--- config.mk ---
export PLATFORM = sky130hd
export DESIGN_NAME = atmega_eep_sync
export DESIGN_NICKNAME = d
export VERILOG_FILES = /design/src/rtl/atmega_eep_sync.sv
export SDC_FILE = /design/constraint.sdc
export NUM_CORES = 1
export LEC_CHECK = 0
export ABC_AREA = 1
export CAP_MARGIN = 20
export CORE_AREA = 2 2 85 79
export CTS_BUF_LIST = sky130_fd_sc_hd__clkbuf_16
export DETAILED_ROUTE_END_ITERATION = 12
export DIE_AREA = 0 0 87 81
export GPL_TIMING_DRIVEN = 1
export HOLD_SLACK_MARGIN = 0.15
export PLACE_DENSITY = 0.75
export SETUP_SLACK_MARGIN = 0.02
export SLEW_MARGIN = 0
export SYNTH_ARGS = -nofsm -noshare
export SYNTH_HDL_FRONTEND = slang
export SYNTH_SLANG_ARGS = --single-unit
--- constraint.sdc ---
create_clock -name clk_i -period 2.6 [get_ports clk_i]
set_clock_uncertainty 0.15 [all_clocks]
set_input_delay 0.26 -clock clk_i [delete_from_list [all_inputs] [get_ports clk_i]]
set_output_delay 0.26 -clock clk_i [all_outputs]
set_load 0.01 [all_outputs]
--- src/rtl/atmega_eep_sync.sv ---
// atmega_eep_sync
// Streams a whole EEPROM image through the EEPROM external port.
// A load takes bytes from a valid/ready stream and writes them into the EEPROM.
// A save reads the EEPROM and sends the bytes out on a valid/ready stream.
// It also tracks whether the CPU has written the EEPROM since the last load or save.
//
// Ports
//   clk_i, rst_i            : clock; asynchronous active-low reset
//   load_req_i, save_req_i  : one-cycle start requests (load has priority)
//   busy_o, done_o, dirty_o : status
//   ld_data_i/ld_valid_i/ld_ready_o : load stream (sink)
//   sv_data_o/sv_valid_o/sv_ready_i : save stream (source)
//   eep_addr_o, eep_data_o, eep_wr_o, eep_rd_o, eep_en_o : EEPROM port takeover
//   eep_data_i              : EEPROM read data, one cycle after address/rd
//   modified_i              : CPU-write pulse from the EEPROM core
module atmega_eep_sync #(
   parameter int EEP_SIZE = 1024
) (
   input  logic        clk_i,
   input  logic        rst_i,
   input  logic        load_req_i,
   input  logic        save_req_i,
   output logic        busy_o,
   output logic        done_o,
   output logic        dirty_o,
   input  logic [7:0]  ld_data_i,
   input  logic        ld_valid_i,
   output logic        ld_ready_o,
   output logic [7:0]  sv_data_o,
   output logic        sv_valid_o,
   input  logic        sv_ready_i,
   output logic [16:0] eep_addr_o,
   output logic [7:0]  eep_data_o,
   output logic        eep_wr_o,
   output logic        eep_rd_o,
   output logic        eep_en_o,
   input  logic [7:0]  eep_data_i,
   input  logic        modified_i
);

   localparam logic [16:0] LAST = 17'(EEP_SIZE - 1);

   typedef enum logic [2:0] {
      S_IDLE, S_LOAD, S_LOAD_WR, S_SAVE_ADDR, S_SAVE_WAIT, S_SAVE_OUT, S_DONE
   } state_t;

   state_t      r_state, w_next;
   logic [16:0] r_cnt, w_cnt_nxt;
   logic        w_last;

   assign w_last     = (r_cnt == LAST);
   assign busy_o     = (r_state != S_IDLE);
   assign ld_ready_o = (r_state == S_LOAD);

   always_ff @(posedge clk_i or negedge rst_i) begin
      if (!rst_i) begin
         r_state <= S_IDLE;
         r_cnt   <= '0;
      end else begin
         r_state <= w_next;
         r_cnt   <= w_cnt_nxt;
      end
   end

   always_comb begin
      w_next    = r_state;
      w_cnt_nxt = r_cnt;
      case (r_state)
         S_IDLE: begin
            if (load_req_i) begin
               w_next    = S_LOAD;
               w_cnt_nxt = '0;
            end else if (save_req_i) begin
               w_next    = S_SAVE_ADDR;
               w_cnt_nxt = '0;
            end
         end
         S_LOAD:      if (ld_valid_i) w_next = S_LOAD_WR;
         S_LOAD_WR: begin
            if (w_last) w_next = S_DONE;
            else begin
               w_next    = S_LOAD;
               w_cnt_nxt = r_cnt + 17'd1;
            end
         end
         S_SAVE_ADDR: w_next = S_SAVE_WAIT;
         S_SAVE_WAIT: w_next = S_SAVE_OUT;
         S_SAVE_OUT: begin
            if (sv_ready_i) begin
               if (w_last) w_next = S_DONE;
               else begin
                  w_next    = S_SAVE_ADDR;
                  w_cnt_nxt = r_cnt + 17'd1;
               end
            end
         end
         S_DONE:  w_next = S_IDLE;
         default: w_next = S_IDLE;
      endcase
   end

   // Outputs are registered by decoding the next state, so each strobe
   // lines up exactly with the state it belongs to.
   always_ff @(posedge clk_i or negedge rst_i) begin
      if (!rst_i) begin
         eep_addr_o <= '0;
         eep_data_o <= '0;
         sv_data_o  <= '0;
         sv_valid_o <= 1'b0;
         eep_wr_o   <= 1'b0;
         eep_rd_o   <= 1'b0;
         eep_en_o   <= 1'b0;
         done_o     <= 1'b0;
         dirty_o    <= 1'b0;
      end else begin
         if (r_state == S_LOAD && ld_valid_i) begin
            eep_addr_o <= r_cnt;
            eep_data_o <= ld_data_i;
         end else if (w_next == S_SAVE_ADDR) begin
            eep_addr_o <= w_cnt_nxt;
         end
         if (r_state == S_SAVE_WAIT) sv_data_o <= eep_data_i;
         sv_valid_o <= (w_next == S_SAVE_OUT);
         eep_wr_o   <= (w_next == S_LOAD_WR);
         eep_rd_o   <= (w_next == S_SAVE_ADDR) || (w_next == S_SAVE_WAIT);
         eep_en_o   <= (w_next != S_IDLE) && (w_next != S_DONE);
         done_o     <= (w_next == S_DONE);
         // A CPU write that lands on the DONE-entry edge must not be lost.
         if (modified_i) dirty_o <= 1'b1;
         else if (w_next == S_DONE && r_state != S_DONE) dirty_o <= 1'b0;
      end
   end

endmodule

# Yosys cells after proc, flatten, opt, wreduce, memory -nomap -nowiden

Cells that the tools add are included.

Register bits after elaboration: 59
Input bits: 23
Output and inout port bits: 41
Word-level logic and storage cells: 50

Add/sub/neg operators: 1
Equality and inequality tests: 13
Mux-type cells: 16
Reductions and logical operators: 9

Operator list:

| cell                  | count |
|---|---|
| $mux 17               | 6 |
| $pmux 17 s3           | 1 |
| $mux 3                | 6 |
| $pmux 3 s6            | 1 |
| $add 17x1->17 const B | 1 |
| $eq 17x10->1 const B  | 1 |
| $eq 3x3->1 const B    | 5 |
| $eq 3x2->1 const B    | 4 |
| $ne 3x3->1 const B    | 2 |
| $reduce_bool 3->1     | 2 |
| $reduce_bool 2->1     | 2 |
| $eq 3x1->1 const B    | 1 |
| $logic_and 1x1->1     | 3 |
| $logic_not 3->1       | 1 |
| $mux 1                | 2 |
| $logic_or 1x1->1      | 1 |

# Logic depth before layout (Yosys ltp)

Gate-level depths: netlist (run 1).

Depth after elaboration: 8
Depth in mapped cells: 13
Mapped depth without buffers: 13

# Worst setup path after synthesis (run 1)

No wires, ideal clock.

Kind: register to register
From: reg r_cnt[0]
To: reg eep_addr_o[8]
Setup time: 0.118 ns
Arrival: 1.570 ns
Data required time: 2.332 ns
Setup slack: 0.762 ns
Stages on the path, launching flop included: 12
Path buffers: 1
Clock period less this slack: 1.838 ns
Cell sequence: dfrtp_1 > ha_1 > inv_1 > nor2_4 > nand3_2 > nor2_4 > a21oi_4 > nor2_8 > inv_8 > buf_12 > nand2_1 > nand2_1

Longest elaborated chain between the ends: 6
Elaborated cells on any way between the ends: 13
Classes of those cells: 1 x add/sub; 2 x eq/ne; 9 x mux; 1 x reduce/logical

Ends and longest elaborated chain:

| item                                                 | RTL line   | text |
|---|---|---|
| start: declaration                                   | 48         | `logic [16:0] r_cnt, w_cnt_nxt;` |
| start signal: assignment                             | 61         | `r_cnt <= w_cnt_nxt;` |
| $add 17x1->17 / $eq 17x10->1 (equally long branches) | 83, 93, 51 |  |
| $mux 17 / $mux 3 (equally long branches)             | 80, 90     |  |
| $mux 17 / $mux 3 (equally long branches)             | 89         | `if (sv_ready_i) begin` |
| $pmux 17 s3 / $pmux 3 s6 (equally long branches)     | 68         | `case (r_state)` |
| $mux 17 / $eq 3x2->1 (equally long branches)         | 119        | `end else if (w_next == S_SAVE_ADDR) begin` |
| $mux 17 / $reduce_bool 2->1 (equally long branches)  | -          |  |
| end signal: assignment                               | 117        | `eep_addr_o <= r_cnt;` |
| end signal: assignment                               | 120        | `eep_addr_o <= w_cnt_nxt;` |
| end: declaration                                     | 32         | `output logic [16:0] eep_addr_o,` |

Several ways; a longest one is shown, not always the timed one. The select of a mux whose other input is x is not followed.
A chain may end at the register's enable or synchronous reset.

# Final worst setup path (run 1)

From: reg r_cnt[0]
To: reg eep_addr_o[13]

The elaborated chain is that of the path after synthesis.

==> impl_metrics.ini, run 1 <==
[run_status]
outcome = finished, final reports clean

[place]
place_inst = 522
routabilityCongestion = 0.917
port_buffers = 63
dp_hpwl_um = 4730

[detailed_routing]
totalWireLength_um = 6780
dr.pass1.iters = 4
vias = 2684
wl_per_cell_um = 12.6
drt_drc_violations_left = 0
dr.first_iter.drc_count = 166
ant_nets = 0
post_drt_via_cell_ratio = 4.98

[timing]
finalHoldViolations = 0
report.final.slew_viol_count = 0
hold_slack_ps = 313
relSlewSlack = 0.541
fin_crit_ps = 2100
setup_violations = 0
worstMarginPinSlew_ps = 689
finalSetupTns_ps = 0
grt_setup_unrepaired = no
max_freq_ghz = 0.477
finalCritPeriodShare = 0.807

[clock_tree]
root_buffer = clkbuf_16
cts_setup_buffers = 0
cts_buffers = 9
ctsLongestPathBuffers = 2
insertion_delay_ps = 320
cts_tree = built
cts.sinks = 59
ctsHtreeMaxLevel = 3
clk_pin_slew_worst_paths_ps = 50

[global_route]
globalRouteTotalUtil = 0.212
grt_overflow = 0
grt_first_pass_wirelength_um = 11700
antenna_found_initial = 0
first_global_vias = 2661
grt_max_degree = 32

[floorplanning]
ios = 64
die_w_um = 87
die_h_um = 81
fp-row-count = 28
start_util = 0.475
dieArea_um2 = 7050
coreArea_um2 = 6270

[cells_and_area]
synthToLayoutAreaGrowth_pct = 35.8
layout.cells.non_filler = 539
layout.nets = 483
utilization = 0.645
final_common_cell = nand2_1
final_cell_mix = nand2_1, clkdlybuf4s50_1, dfrtp_1, nor2_1, inv_1
diodes = 0
drive_gt1_frac = 0.103

[setup_path]
ff2ff_path_depth = 10
critical_path.endpoint_type = flop
required_ps = 2660
critPathKind = reg -> reg
worst-path-max-fanout = 18
arrival_ps = 2160
start_kind = flop

[synthesis]
ys_seq_area_frac = 0.496
syn_area_um2 = 2980
yosys.cell_types.count = 33
ys_warn_count = 0
ys_ff_latch = 59
syn_nets = 409
synth_cells = 385
syn_area_per_cell_um2 = 7.73

[flow_run]
cap_violations = 0

[pwr]
p_per_area_nw_per_um2 = 1060
ir_worst_vdd_mv = 0.441
power_uw = 4280
leakage_uw = 0.00206

[hold_path]
hold_depth = 2
holdCritPathClass = reg -> reg
==> critical path: stages (launching register included) <==
cell and delay, ps:
dfrtp_1 390, ha_1 210, inv_1 90, nor2_4 160
nand3_2 120, nor2_4 190, a21oi_4 130, nor2_8 290
inv_8 110, nand2_1 80, nand2_1 50
==> area by class of cell <==
cell class	instances	area, um2
tap	75	93.8
fill	523	2230
multi-input combinational	287	1320
clock inverter	7	116
timing repair buffer	67	671
inverter	35	144
sequential	59	1480
clock buffer	9	225
==> metrics by stage <==
stage | setup WS, ps | cell area [um2]
after floorplan | 762 | 2980
after global placement | 527 | 3690
after detailed placement | 494 | 3690
after CTS | 487 | 4040
after global routing | 254 | 4040
final | 502 | 4040
==> layer usage <==
metal / vias up / GRT usage / part of all wire
met3: 15 / 0.0305 / 0.036
met2: 65 / 0.338 / 0.47
li1: 1346 / - / -
met4: 0 / 0.0953 / 0.020
met5: - / 0 / 0
met1: 1258 / 0.286 / 0.47
==> power breakdown <==
part | total, uW | internal [uW] | switching [uW]
logic | 1660 | 677 | 979
clock network | 1350 | 933 | 415
registers | 1280 | 1140 | 137
==> kinds of logic (layout without fill, tap and decap cells) <==
family,count (synthesis),in the layout,share of synthesized area
and+or+nand+nor,270,270,0.402
DFF,59,59,0.496
buffers and inverters,39,118,0.0622
AOI/OAI and AO/OA,15,15,0.0332
adders and majority gates,1,1,0.00420
xor gates and xnor gates,1,1,0.00294
==> state kept, by name, indices dropped and copies added (netlist names) <==
name,cells
dirty_o,1
done_o,1
eep_addr_o,17
eep_data_o,8
eep_en_o,1
eep_rd_o,1
eep_wr_o,1
r_cnt,17
r_state,3
sv_data_o,8
sv_valid_o,1
==> worst paths after layout <==
kind	slack (ps)	startpoint	to
max in group asynchronous	1300	rst_i	eep_addr_o[4]$_DFFE_PN0P_
min reg2reg	310	eep_addr_o[14]$_DFFE_PN0P_	eep_addr_o[14]$_DFFE_PN0P_
max	500	r_cnt[0]$_DFF_PN0_	eep_addr_o[13]$_DFFE_PN0P_
min	310	eep_addr_o[14]$_DFFE_PN0P_	eep_addr_o[14]$_DFFE_PN0P_
min in group asynchronous	380	rst_i	dirty_o$_DFFE_PN0P_
max reg2reg	500	r_cnt[0]$_DFF_PN0_	eep_addr_o[13]$_DFFE_PN0P_
==> synthesized netlist by cell type, drive strengths merged <==
library cell	n	area (um2)
o21bai	2	15.0
buf	4	41.3
nand3	26	155
and3	1	11.3
o211ai	1	7.51
inv	33	131
nor4	1	6.26
nand3b	3	22.5
nor3	3	15.0
a21boi	1	7.51
nand2	196	766
dfrtp	59	1480
o21ai	5	25.0
ha	1	12.5
xor2	1	8.76
clkinv	2	12.5
nor2	36	195
a21o	1	7.51
nand4	4	25.0
a21oi	5	36.3
==> timing repair <==
item | in CTS | in global routing
gates resized for setup | 0 | 0
endpoints found under the hold margin | 28 | 0
hold buffers | 1 | 0
(Power assumes the default switching activity.)
==> run 2: changes to the inputs <==
Clock period 2.6 ns to 2.1 ns, I/O delays scaled along.
==> run 2 against run 1 <==
  * Power up 18%
  * Cell count up 1.9%
  * Clock power is 9% lower
  * Non-clock buffer count up 12
  * Worst hold slack worse by 52 ps
  * First-iteration DRC count rose by 6.6%
  * Sequential share of layout area shrank 0.21 points
  * Fmax increased by 5.6%
  * Critical path type unchanged
  * Largest cell class unchanged
==> impl_metrics.ini, run 2 (synthesis results as in run 1) <==
[setup_path]
cpPeakStageDelay_ps = 370
required_ps = 2200
path_common_cell = nor2_4
start_kind = flop
crit_slowest_cell = dfrtp_1
critical_path.endpoint_type = flop
arrival_ps = 2090
critPathBufInv = 3
critPathKind = reg -> reg
worst-path-max-fanout = 18
path_delay_family = simple AND/OR/NAND/NOR gates
crit_path_cell_trace = ha_2 > inv_1 > nor2_4 > nand3_2 > nor2_4 > nand2_2 > nand2_4 > nor2_8 > buf_12 > inv_8 > nand2_1 > o21ai_1

[cells_and_area]
layout.nets = 495
synthToLayoutAreaGrowth_pct = 36.6
final_common_cell = nand2_1
drive_gt1_frac = 0.131
multiInputGateArea_um2 = 1330
largestRegisters = eep_addr_o: 17 flops, r_cnt: 17 flops
seq_area_um2 = 1480
diodes = 0
fillers = 548
utilization = 0.648
final_cell_mix = nand2_1, clkdlybuf4s50_1, dfrtp_1, nor2_1, inv_1
layout.cells.non_filler = 549

[timing]
relSlewSlack = 0.794
report.final.slew_viol_count = 0
finalCritPeriodShare = 0.946
setup_violations = 0
fin_crit_ps = 1990
grt_setup_unrepaired = yes
max_freq_ghz = 0.503
worstMarginPinSlew_ps = 309
finalHoldViolations = 0

[clock_tree]
insertion_delay_ps = 330
cts_tree = built
ctsLongestPathBuffers = 2
cts.sinks = 59
clk_pin_slew_worst_paths_ps = 50
root_buffer = clkbuf_16
ctsHtreeMaxLevel = 3
cts_buffers = 9

[floorplanning]
coreArea_um2 = 6270
die_w_um = 87
start_util = 0.475
dieArea_um2 = 7050
die_h_um = 81
ios = 64
fp-row-count = 28

[hold_path]
holdCritPathClass = in -> async

[detailed_routing]
wl_per_cell_um = 12.8
vias = 2713
ant_nets = 0
drt_drc_violations_left = 0
totalWireLength_um = 7020
dr.pass1.iters = 4
post_drt_via_cell_ratio = 4.94
dr.first_iter.drc_count = 177

[pwr]
leakage_uw = 0.00209
ir_worst_vdd_mv = 0.786
p_per_area_nw_per_um2 = 1240
power_uw = 5030

[place]
port_buffers = 63
dp_hpwl_um = 4970
routabilityCongestion = 0.920
place_inst = 532

[flow_run]
cap_violations = 0

[run_status]
outcome = finished, final reports clean

[global_route]
globalRouteTotalUtil = 0.222
grt_first_pass_wirelength_um = 12100
grt_overflow = 0
grt_max_degree = 60
first_global_vias = 2767
antenna_found_initial = 0
## run 2: cell types whose count changed in the layout (fill, tap and decap cells not counted), moves of 2 or more
cell       delta
clkinv_4      -2
nand2_2       +2
nor2_1        -2
buf_4        +11
bufinv_16     -3
clkinv_2      +2
nor2_2        +2
nand2_1       -2
## run 2: final timing paths
check | slack, ps | cells past startpoint | endpoint | start
min | 260 | 3 | eep_data_o[6]$_DFFE_PN0P_ | rst_i
max in group asynchronous | 1270 | 3 | eep_addr_o[11]$_DFFE_PN0P_ | rst_i
min in group clk_i | 270 | 3 | dirty_o$_DFFE_PN0P_ | modified_i
min reg2reg | 320 | 2 | sv_data_o[0]$_DFFE_PN0N_ | sv_data_o[0]$_DFFE_PN0N_
max | 110 | 12 | eep_addr_o[12]$_DFFE_PN0P_ | r_cnt[1]$_DFF_PN0_
max reg2reg | 110 | 12 | eep_addr_o[12]$_DFFE_PN0P_ | r_cnt[1]$_DFF_PN0_
## run 2: power by group
group	switching [uW]	internal [uW]	total, uW
registers	165	1410	1580
clock network	467	765	1230
logic	1250	972	2220
## run 2: worst min-delay path, delay by kind of cell
family	cells	cell delay [ps]
buf+inv	3	910
## run 2: timing repair
item / 4_1_cts / 5_1_grt
hold buffers: 1 / 0
gates resized for setup: 0 / 6
setup buffers: 0 / 2
endpoints found under the setup margin: 0 / 19
endpoints found under the hold margin: 59 / 0
## run 2: area by class of cell
type,count,area share
clock buffers,9,0.0554
flip-flops and latches,59,0.363
repair buffers,79,0.191
multi-input cells,287,0.327
inverters,35,0.0354
well taps,75,0.0231
clock inverters,5,0.00554
## run 2: per-stage QoR
stage          setup TNS [ps]  hold slack (ps)  setup WS (ps)  cell area [um2]
2_1_floorplan               0             -236            262             2980
3_3_place_gp                0             84.7            160             3780
3_5_place_dp                0             90.9           90.0             3780
4_1_cts                     0              263           48.2             4040
5_1_grt                 -2.30              290          -2.30             4070
6_report                    0              261            114             4070
## run 2: per-layer routing
metal  global-route usage  wire length [um]  up-vias
met4               0.0891               125        0
met5                    0                 0        -
li1                     -                 -     1366
met2                0.360              3460       81
met1                0.271              3070     1255
met3               0.0803               366       11
==> run 3: changes to the inputs <==
Settings changed: CORE_AREA 2 2 85 79 to 5 5 88 82, CTS_BUF_LIST sky130_fd_sc_hd__clkbuf_16 to not set, DIE_AREA 0 0 87 81 to 0 0 93 87, SETUP_SLACK_MARGIN 0.02 to not set.
==> run 3 against run 2 <==
  * First-iteration DRC count is 4.0% higher
  * Critical path depth unchanged
  * Power is 2.6% lower
  * Count of clock-buffer cells in the layout increased by 2
  * Via count decreased by 2.8%
  * Cell count is 1.1% higher
  * Largest cell class unchanged
  * Sequential share of layout area about the same
  * Clock power is 20% lower
==> impl_metrics.ini, run 3 (synthesis results as in run 1) <==
[run_status]
outcome = finished, final reports clean

[setup_path]
path_delay_family = simple AND/OR/NAND/NOR gates
start_kind = flop
worst-path-max-fanout = 7
required_ps = 2180
cpPeakStageDelay_ps = 390
critical_path.endpoint_type = flop
crit_path_cell_trace = ha_2 > inv_1 > nor2_4 > nand3_4 > nor2_4 > nand2_2 > nand2_4 > nor2_8 > buf_12 > buf_4 > nand2_1 > nand2_1
critPathKind = reg -> reg
rr_startpoint = r_cnt[0]$_DFF_PN0_
crit_slowest_cell = dfrtp_1
arrival_ps = 2040
critPathBufInv = 3
cp-startpoint = r_cnt[0]$_DFF_PN0_

[cells_and_area]
diodes = 0
fillers = 515
layout.cells.non_filler = 555
drive_gt1_frac = 0.142
synthToLayoutAreaGrowth_pct = 36.5
largestRegisters = eep_addr_o: 17 flops, r_cnt: 17 flops
layout.nets = 501
final_cell_mix = nand2_1, clkdlybuf4s50_1, dfrtp_1, nor2_1, inv_1
final_common_cell = nand2_1

[global_route]
grt_max_degree = 60
grt_first_pass_wirelength_um = 11900
grt_overflow = 0
globalRouteTotalUtil = 0.188
first_global_vias = 2640
antenna_found_initial = 0

[place]
dp_hpwl_um = 4880
routabilityCongestion = 0.935
place_inst = 533
dpl_worst_slack_ps = 64.2
port_buffers = 63

[timing]
finalSetupTns_ps = 0
grt_setup_unrepaired = no
finalCritPeriodShare = 0.934
worstMarginPinSlew_ps = 325
relSlewSlack = 0.783
report.final.slew_viol_count = 0
setup_slack_ps = 139
max_freq_ghz = 0.510
setup_violations = 0
fin_crit_ps = 1960
finalHoldViolations = 0

[clock_tree]
cts_buffers = 9
ctsLongestPathBuffers = 2
root_buffer = clkbuf_8
cts_tree = built
insertion_delay_ps = 340
ctsHtreeMaxLevel = 3
cts.sinks = 59
clk_pin_slew_worst_paths_ps = 60

[floorplanning]
coreArea_um2 = 6310
ios = 64
fp-row-count = 28
die_w_um = 93
start_util = 0.472
dieArea_um2 = 8090
die_h_um = 87

[detailed_routing]
wl_per_cell_um = 12.4
dr.pass1.iters = 4
dr.first_iter.drc_count = 184
drt_drc_violations_left = 0
vias = 2636
post_drt_via_cell_ratio = 4.75
ant_nets = 0
totalWireLength_um = 6880

[pwr]
clockPowerShare = 0.200
ir_worst_vdd_mv = 0.616
power_switching_share = 0.378
intPower_uw = 3050
p_per_area_nw_per_um2 = 1200
p_seq_frac = 0.321
leakage_uw = 0.00210
power_frac_comb = 0.479
power.switching_uw = 1850
power_uw = 4900

[hold_path]
hold_path_startpoint = ld_data_i[4]
holdCritPathClass = in -> reg

[flow_run]
cap_violations = 0
-- run 3: area by class of cell --
cell class / count / area [um2] / area share
clock buffer: 11 / 141 / 0.0348
clock inverter: 3 / 40.0 / 0.00985
inverter: 35 / 144 / 0.0354
multi-input combinational: 287 / 1340 / 0.329
sequential: 59 / 1480 / 0.363
tap: 75 / 93.8 / 0.0231
timing repair buffer: 85 / 833 / 0.205
-- run 3: stage by stage --
step,hold slack [ps],util,area [um2]
final,245,0.645,4070
after CTS,233,0.631,3980
after detailed placement,88.2,0.600,3790
after floorplan,-236,-,2980
after global routing,244,0.645,4070
after global placement,85.0,0.600,3790
-- run 3: final timing paths --
path,endpoint,slack (ps),depth (start not counted)
hold / removal,eep_data_o[4]$_DFFE_PN0P_,240,3
max in group asynchronous,r_cnt[15]$_DFF_PN0_,1280,3
setup / recovery,eep_addr_o[2]$_DFFE_PN0P_,140,12
min in group asynchronous,eep_data_o[1]$_DFFE_PN0P_,260,3
hold reg to reg,sv_data_o[5]$_DFFE_PN0N_,320,2
setup reg to reg,eep_addr_o[2]$_DFFE_PN0P_,140,12
-- run 3: worst register-to-register path, stage by stage (launching register included) --
cell	delay [ps]
dfrtp_1	390
ha_2	190
inv_1	70
nor2_4	150
nand3_4	90
nor2_4	190
nand2_2	100
nand2_4	110
nor2_8	40
buf_12	150
buf_4	140
nand2_1	60
nand2_1	40
-- run 3: routing by layer --
metal	share of wire	GRT usage	vias to the layer above
li1	-	-	1382
met1	0.47	0.244	1185
met2	0.47	0.305	56
met3	0.040	0.0415	13
met4	0.021	0.0826	0
met5	0	0	-
-- run 3: timing repair --
item / in CTS / in global routing
setup endpoints to repair: 0 / 19
buffers inserted: 0 / 7
gates resized for setup: 0 / 8
hold buffers: 1 / 0
endpoints found under the hold margin: 59 / 0
-- run 3: power groups by stage --
stage,Combinational [uW],Sequential (uW),Clock (uW)
finish,2350,1570,982
global route,2610,1610,1060
CTS,2240,1570,1010
detailed placement,2230,1590,0
global placement,2190,1580,0
floorplan,1190,1680,0
==> RTL edit 1, RTL diff (settings of run 2) <==
The 7 states of `state_t` get a one-hot encoding in 7 bits.
--- a/src/rtl/atmega_eep_sync.sv
+++ b/src/rtl/atmega_eep_sync.sv
@@ -41,6 +41,6 @@
    localparam logic [16:0] LAST = 17'(EEP_SIZE - 1);
 
-   typedef enum logic [2:0] {
-      S_IDLE, S_LOAD, S_LOAD_WR, S_SAVE_ADDR, S_SAVE_WAIT, S_SAVE_OUT, S_DONE
+   typedef enum logic [6:0] {
+      S_IDLE = 7'b0000001, S_LOAD = 7'b0000010, S_LOAD_WR = 7'b0000100, S_SAVE_ADDR = 7'b0001000, S_SAVE_WAIT = 7'b0010000, S_SAVE_OUT = 7'b0100000, S_DONE = 7'b1000000
    } state_t;
 
Formal check against the unedited RTL: no difference found for any inputs over 10 cycles, from zero or initial values and one cycle with rst_i low; not proved beyond that.
==> RTL edit 1 against run 2 <==
- total power is 15% lower
- sequential cell count up 4
- combinational power decreased by 38%
- setup slack better by 0.038 ns
- area after synthesis up 11%
- cell count increased by 2.2%
- routed wire length rose by 12%
- via count is 10% higher
- design area grew 7.5%
- first-iteration DRC count up 15%
==> RTL edit 1: results (changes against run 2) <==
[clock_network]
cts_repair_resize_count = 2  ; +2
post_cts_buffers = 1  ; +1
cts_buffers = 9  ; unchanged
clockBufferDepth = 2  ; unchanged
cts_htree_levels = 3  ; unchanged
cts_root_buf = clkbuf_16
clock_latency_ns = 0.33  ; about the same
path_clk_slew_ns = 0.06
hold_buffers = 1  ; unchanged

[detailed_routing]
firstDrtPassIters = 6  ; +2
routedWlPerCell_um = 14.00  ; +9.5%
vias_per_cell = 5.323  ; +7.7%
drt_iter0_markers = 204  ; +15%

[critical_path]
worstPathMaxFanout = 8  ; -10
cpPeakStageDelay_ns = 0.56  ; +0.19 ns
reg2reg_from = r_state[0]
worst_path_dominant_cell_family = simple AND/OR/NAND/NOR gates
worstReg2RegEnd = eep_addr_o[4]
reg2regPathDepth = 11  ; -1
rrSetupSlack_ns = 0.15  ; +0.04 ns
crit_slowest_cell = dfstp_2
critical_path_arrival_ns = 2.06  ; -0.03 ns

[placement]
hpwl_um = 5936  ; +19%
place.port_buffers = 63  ; unchanged
gp_congestion = 0.9993  ; +8.6%

[final_layout]
diodes = 0  ; unchanged
reg.largest.list = eep_addr_o x17, r_cnt x17
nets = 505  ; +2.0%
layout-drive-gt1-share_pct = 18.11  ; +5.0 points
filler_cell_count = 488  ; -11%

[synth]
synthTopCellsByCount = nand2_1 (120), dfrtp_1 (62), inv_1 (42)
synth.area.top_cells = dfrtp_1 (47%), nand2_1 (14%), nand3_1 (6.0%)
synth-seq-area-share_pct = 47.58  ; -2.0 points
synth_async_sr_flop_share_pct = 100.0  ; unchanged
synth_edf_count = 0  ; unchanged
yosysMostFrequentCell = nand2_1
synth.distinct_cells = 37  ; +12%
synth_nets = 425  ; +3.9%
ys.flop_type = dfrtp_1
ys.warnings.count = 0  ; unchanged

[global_routing]
track_usage_pct = 23.75  ; +1.5 points
grt_max_degree = 30  ; -50%
antenna_found_initial = 0  ; unchanged
grt_pass1_wl_um = 12980  ; +7.1%
grt_pass1_vias = 2724  ; -1.6%

[power_and_ir_drop]
p_leak_uw = 0.002218  ; +6.0%
seq_power_share_pct = 36.6  ; +5.3 points
ir_drop_uv = 635.3  ; -19%
p_switching_uw = 1378  ; -27%
clkPwrFrac_pct = 31.0  ; +6.5 points

[sta]
relSlewSlack_pct = 62.09  ; -17 points

[outcome]
outcome = completed

[hold_path]
min_path_type = input pin to async pin

[RTL edit 1: worst max-delay path by stage]
stage                     from              to  slack, ns  cells past startpoint
finish              r_state[0]   eep_addr_o[4]       0.15                     11
CTS                 r_state[0]          busy_o       0.10                      4
detailed placement  sv_ready_i   eep_addr_o[5]       0.14                      9
floorplan             r_cnt[0]  eep_addr_o[16]       0.34                     12
global placement    sv_ready_i   eep_addr_o[5]       0.20                      9
global route        r_state[0]   eep_addr_o[4]       0.02                     11
[RTL edit 1: kinds of logic after synthesis]
family	Yosys count	share of synthesized area, %
flip-flops	63	47.59
AND/OR/NAND/NOR	243	36.15
XOR/XNOR	1	0.2642
multiplexers	8	2.717
AO/OA/AOI/OAI	25	4.717
adder cells (fa/ha/maj)	1	0.3773
buffers and inverters	60	8.188
[RTL edit 1: stage by stage]
step           cell area, um2  std cells  setup WS, ns  hold WS [ns]  power [uW]
6_report                 4370        561        0.1517        0.2531        4261
5_1_grt                  4370        561       0.01810        0.2741        4480
4_1_cts                  4365        561        0.1040        0.2656        4285
3_5_place_dp             4078        543        0.1351       0.07185        2960
3_3_place_gp             4078        543        0.2025       0.06855        2920
2_1_floorplan            3316        401        0.3396       -0.2356        2315
[RTL edit 1: cell type report]
type	count	share of cell area, %
tap	75	2.147
inverter	51	4.724
sequential	63	36.10
clock buffer	9	5.153
multi-input combinational	278	33.67
timing repair buffer	78	17.26
clock inverter	7	0.9447
[RTL edit 1: per-layer routing]
| layer | part of all wire (%) | routed length (um) | vias up | GRT usage, % |
|---|---|---|---|---|
| met3 | 6.0 | 470 | 14 | 5.488 |
| li1 | - | - | 1456 | - |
| met5 | 0 | 0 | - | 0 |
| met2 | 47 | 3661 | 107 | 35.27 |
| met4 | 1.5 | 115 | 0 | 8.125 |
| met1 | 46 | 3608 | 1409 | 34.27 |
==> RTL edit 2, RTL diff (config.mk and constraints of run 2) <==
Made on the original files. Change the parameter `EEP_SIZE` from 1024 to 768.
--- a/src/rtl/atmega_eep_sync.sv
+++ b/src/rtl/atmega_eep_sync.sv
@@ -15,5 +15,5 @@
 //   modified_i              : CPU-write pulse from the EEPROM core
 module atmega_eep_sync #(
-   parameter int EEP_SIZE = 1024
+   parameter int EEP_SIZE = 768
 ) (
    input  logic        clk_i,
Check against the original RTL: same outputs for any inputs over 10 cycles, from zero or initial values and one cycle with rst_i low; that may be too few to reach the edited logic, so the function may still have changed.
==> RTL edit 2 against run 2 <==
- sequential share of layout area shrank 2.0 points
- total power grew 11%
- critical path depth shrank 9
- register-to-register slack gained 0.04 ns
- sequential cell count is the same
- setup slack lost 0.020 ns
- routed wire length grew 8.0%
- area after synthesis grew 2.9%
- design area grew 6.0%
- combinational power grew 6%
- synthesized cell count grew 1.6%
- critical path type is now flop to output pin
==> RTL edit 2: results (changes against run 2) <==
[power_and_ir_drop]
ir_drop_uv = 744.2  ; -5.3%
p_leak_uw = 0.002158  ; +3.1%

[final_layout]
filler_cell_count = 494  ; -9.9%
finalNonFillerCells = 564  ; +2.7%
nets = 508  ; +2.6%
layout-drive-gt1-share_pct = 17.79  ; +4.7 points
diodes = 0  ; unchanged

[clock_network]
cts_buffers = 9  ; unchanged
clockBufferDepth = 2  ; unchanged
clock_latency_ns = 0.33  ; about the same
path_clk_slew_ns = 0.05  ; about the same
cts_htree_levels = 3  ; unchanged

[detailed_routing]
drt_iter0_markers = 170  ; -4.0%
routed_wl_um = 7584  ; +8.0%
ant_nets = 0  ; unchanged
routed-via-count = 2781  ; +2.5%
firstDrtPassIters = 4  ; unchanged

[placement]
gp_congestion = 0.9182  ; -0.17%
hpwl_um = 5286  ; +6.3%
place_area_um2 = 3854  ; +2.0%
pre_cts_ws_ns = -0.04211  ; -0.1321 ns
dpl.cell_count = 536  ; +0.75%

[critical_path]
worstPathMaxFanout = 6  ; -12
cpPeakStageDelay_ns = 0.50  ; +0.13 ns
rrSetupSlack_ns = 0.15  ; +0.04 ns
endpoint = busy_o
worstReg2RegEnd = eep_addr_o[0]
startpoint = r_state[1]
worst_path_dominant_cell_family = buffers and inverters
critical_path_arrival_ns = 1.65  ; -0.44 ns
crit_slowest_cell = clkdlybuf4s50_1

[synth]
synth.distinct_cells = 29  ; -12%
synthTopCellsByCount = nand2_1 (170), dfrtp_1 (59), nand3_1 (31)
syn_avg_cell_area_um2 = 7.840  ; +1.4%
synth.area.top_cells = dfrtp_1 (48%), nand2_1 (21%), nand3_1 (5.1%)
ys.warnings.count = 0  ; unchanged
synth_nets = 415  ; +1.5%
synth-seq-area-share_pct = 48.16  ; -1.4 points
synth_async_sr_flop_share_pct = 100.0  ; unchanged

[hold_path]
min_path_type = input pin to async pin

[sta]
min_period_ns = 2.006  ; +0.01960 ns
tightest_slew_ns = 0.5225  ; +0.2131 ns
timing.hold.ws_ns = 0.2701  ; +0.008751 ns

[global_routing]
grt_pass1_wl_um = 12970  ; +7.0%
track_usage_pct = 23.93  ; +1.7 points
grt_pass1_vias = 2743  ; -0.87%
antenna_found_initial = 0  ; unchanged
grt_max_degree = 60  ; unchanged

[outcome]
outcome = completed

RTL edit 2: cell types whose count changed after synthesis, moves of 3 or more:
cell and change:
nand2_1 -18, nand3_1 +10, mux2_2 +8, nand4_1 +6, inv_1 -5, inv_2 +3, nand2_4 +3, nand3b_1 -3
nor2_2 +3, o21ai_1 +3
RTL edit 2: tightest hold or removal path, cell delays in order:
cell and delay (ns):
dlygate4sd3_1 0.52, buf_2 0.13, buf_12 0.28
RTL edit 2: area by class of cell:
class	count	area, um2	share of cell area, %
inverters	33	133.9	3.106
repair buffers	88	843.3	19.56
flip-flops and latches	59	1478	34.28
clock inverters	7	107.6	2.496
multi-input cells	293	1429	33.15
clock buffers	9	225.2	5.225
well taps	75	93.84	2.177
RTL edit 2: metal layers:
layer  wire, um  GRT usage (%)  vias to the layer above
met2       3642          38.40                       54
met5          0              0                        -
met4        125          9.375                        0
met1       3582          31.74                     1290
met3        234          5.183                       11
li1           -              -                     1426
RTL edit 2: logic make-up (layout without fill, tap and decap cells):
| group | Yosys count | in the layout | share of synthesized area, % |
|---|---|---|---|
| and+or+nand+nor | 270 | 270 | 40.41 |
| DFF | 59 | 59 | 48.16 |
| buffers and inverters | 39 | 137 | 5.714 |
| AOI/OAI and AO/OA | 14 | 14 | 2.367 |
| muxes | 8 | 8 | 2.939 |
| adders and majority gates | 1 | 1 | 0.4081 |
RTL edit 2: repair_timing:
item	in CTS	in global routing
pin swaps	1	2
endpoints found under the setup margin	16	20
gates resized for setup	0	6
setup buffers	3	8
hold buffers	1	0
endpoints found under the hold margin	59	0
RTL edit 2: power breakdown:
part           switching (uW)  internal (uW)  leakage [uW]
Sequential                168           1420      0.000775
Combinational            1290           1060       0.00121
Clock                     481           1140      0.000168
Total                    1940           3620       0.00216
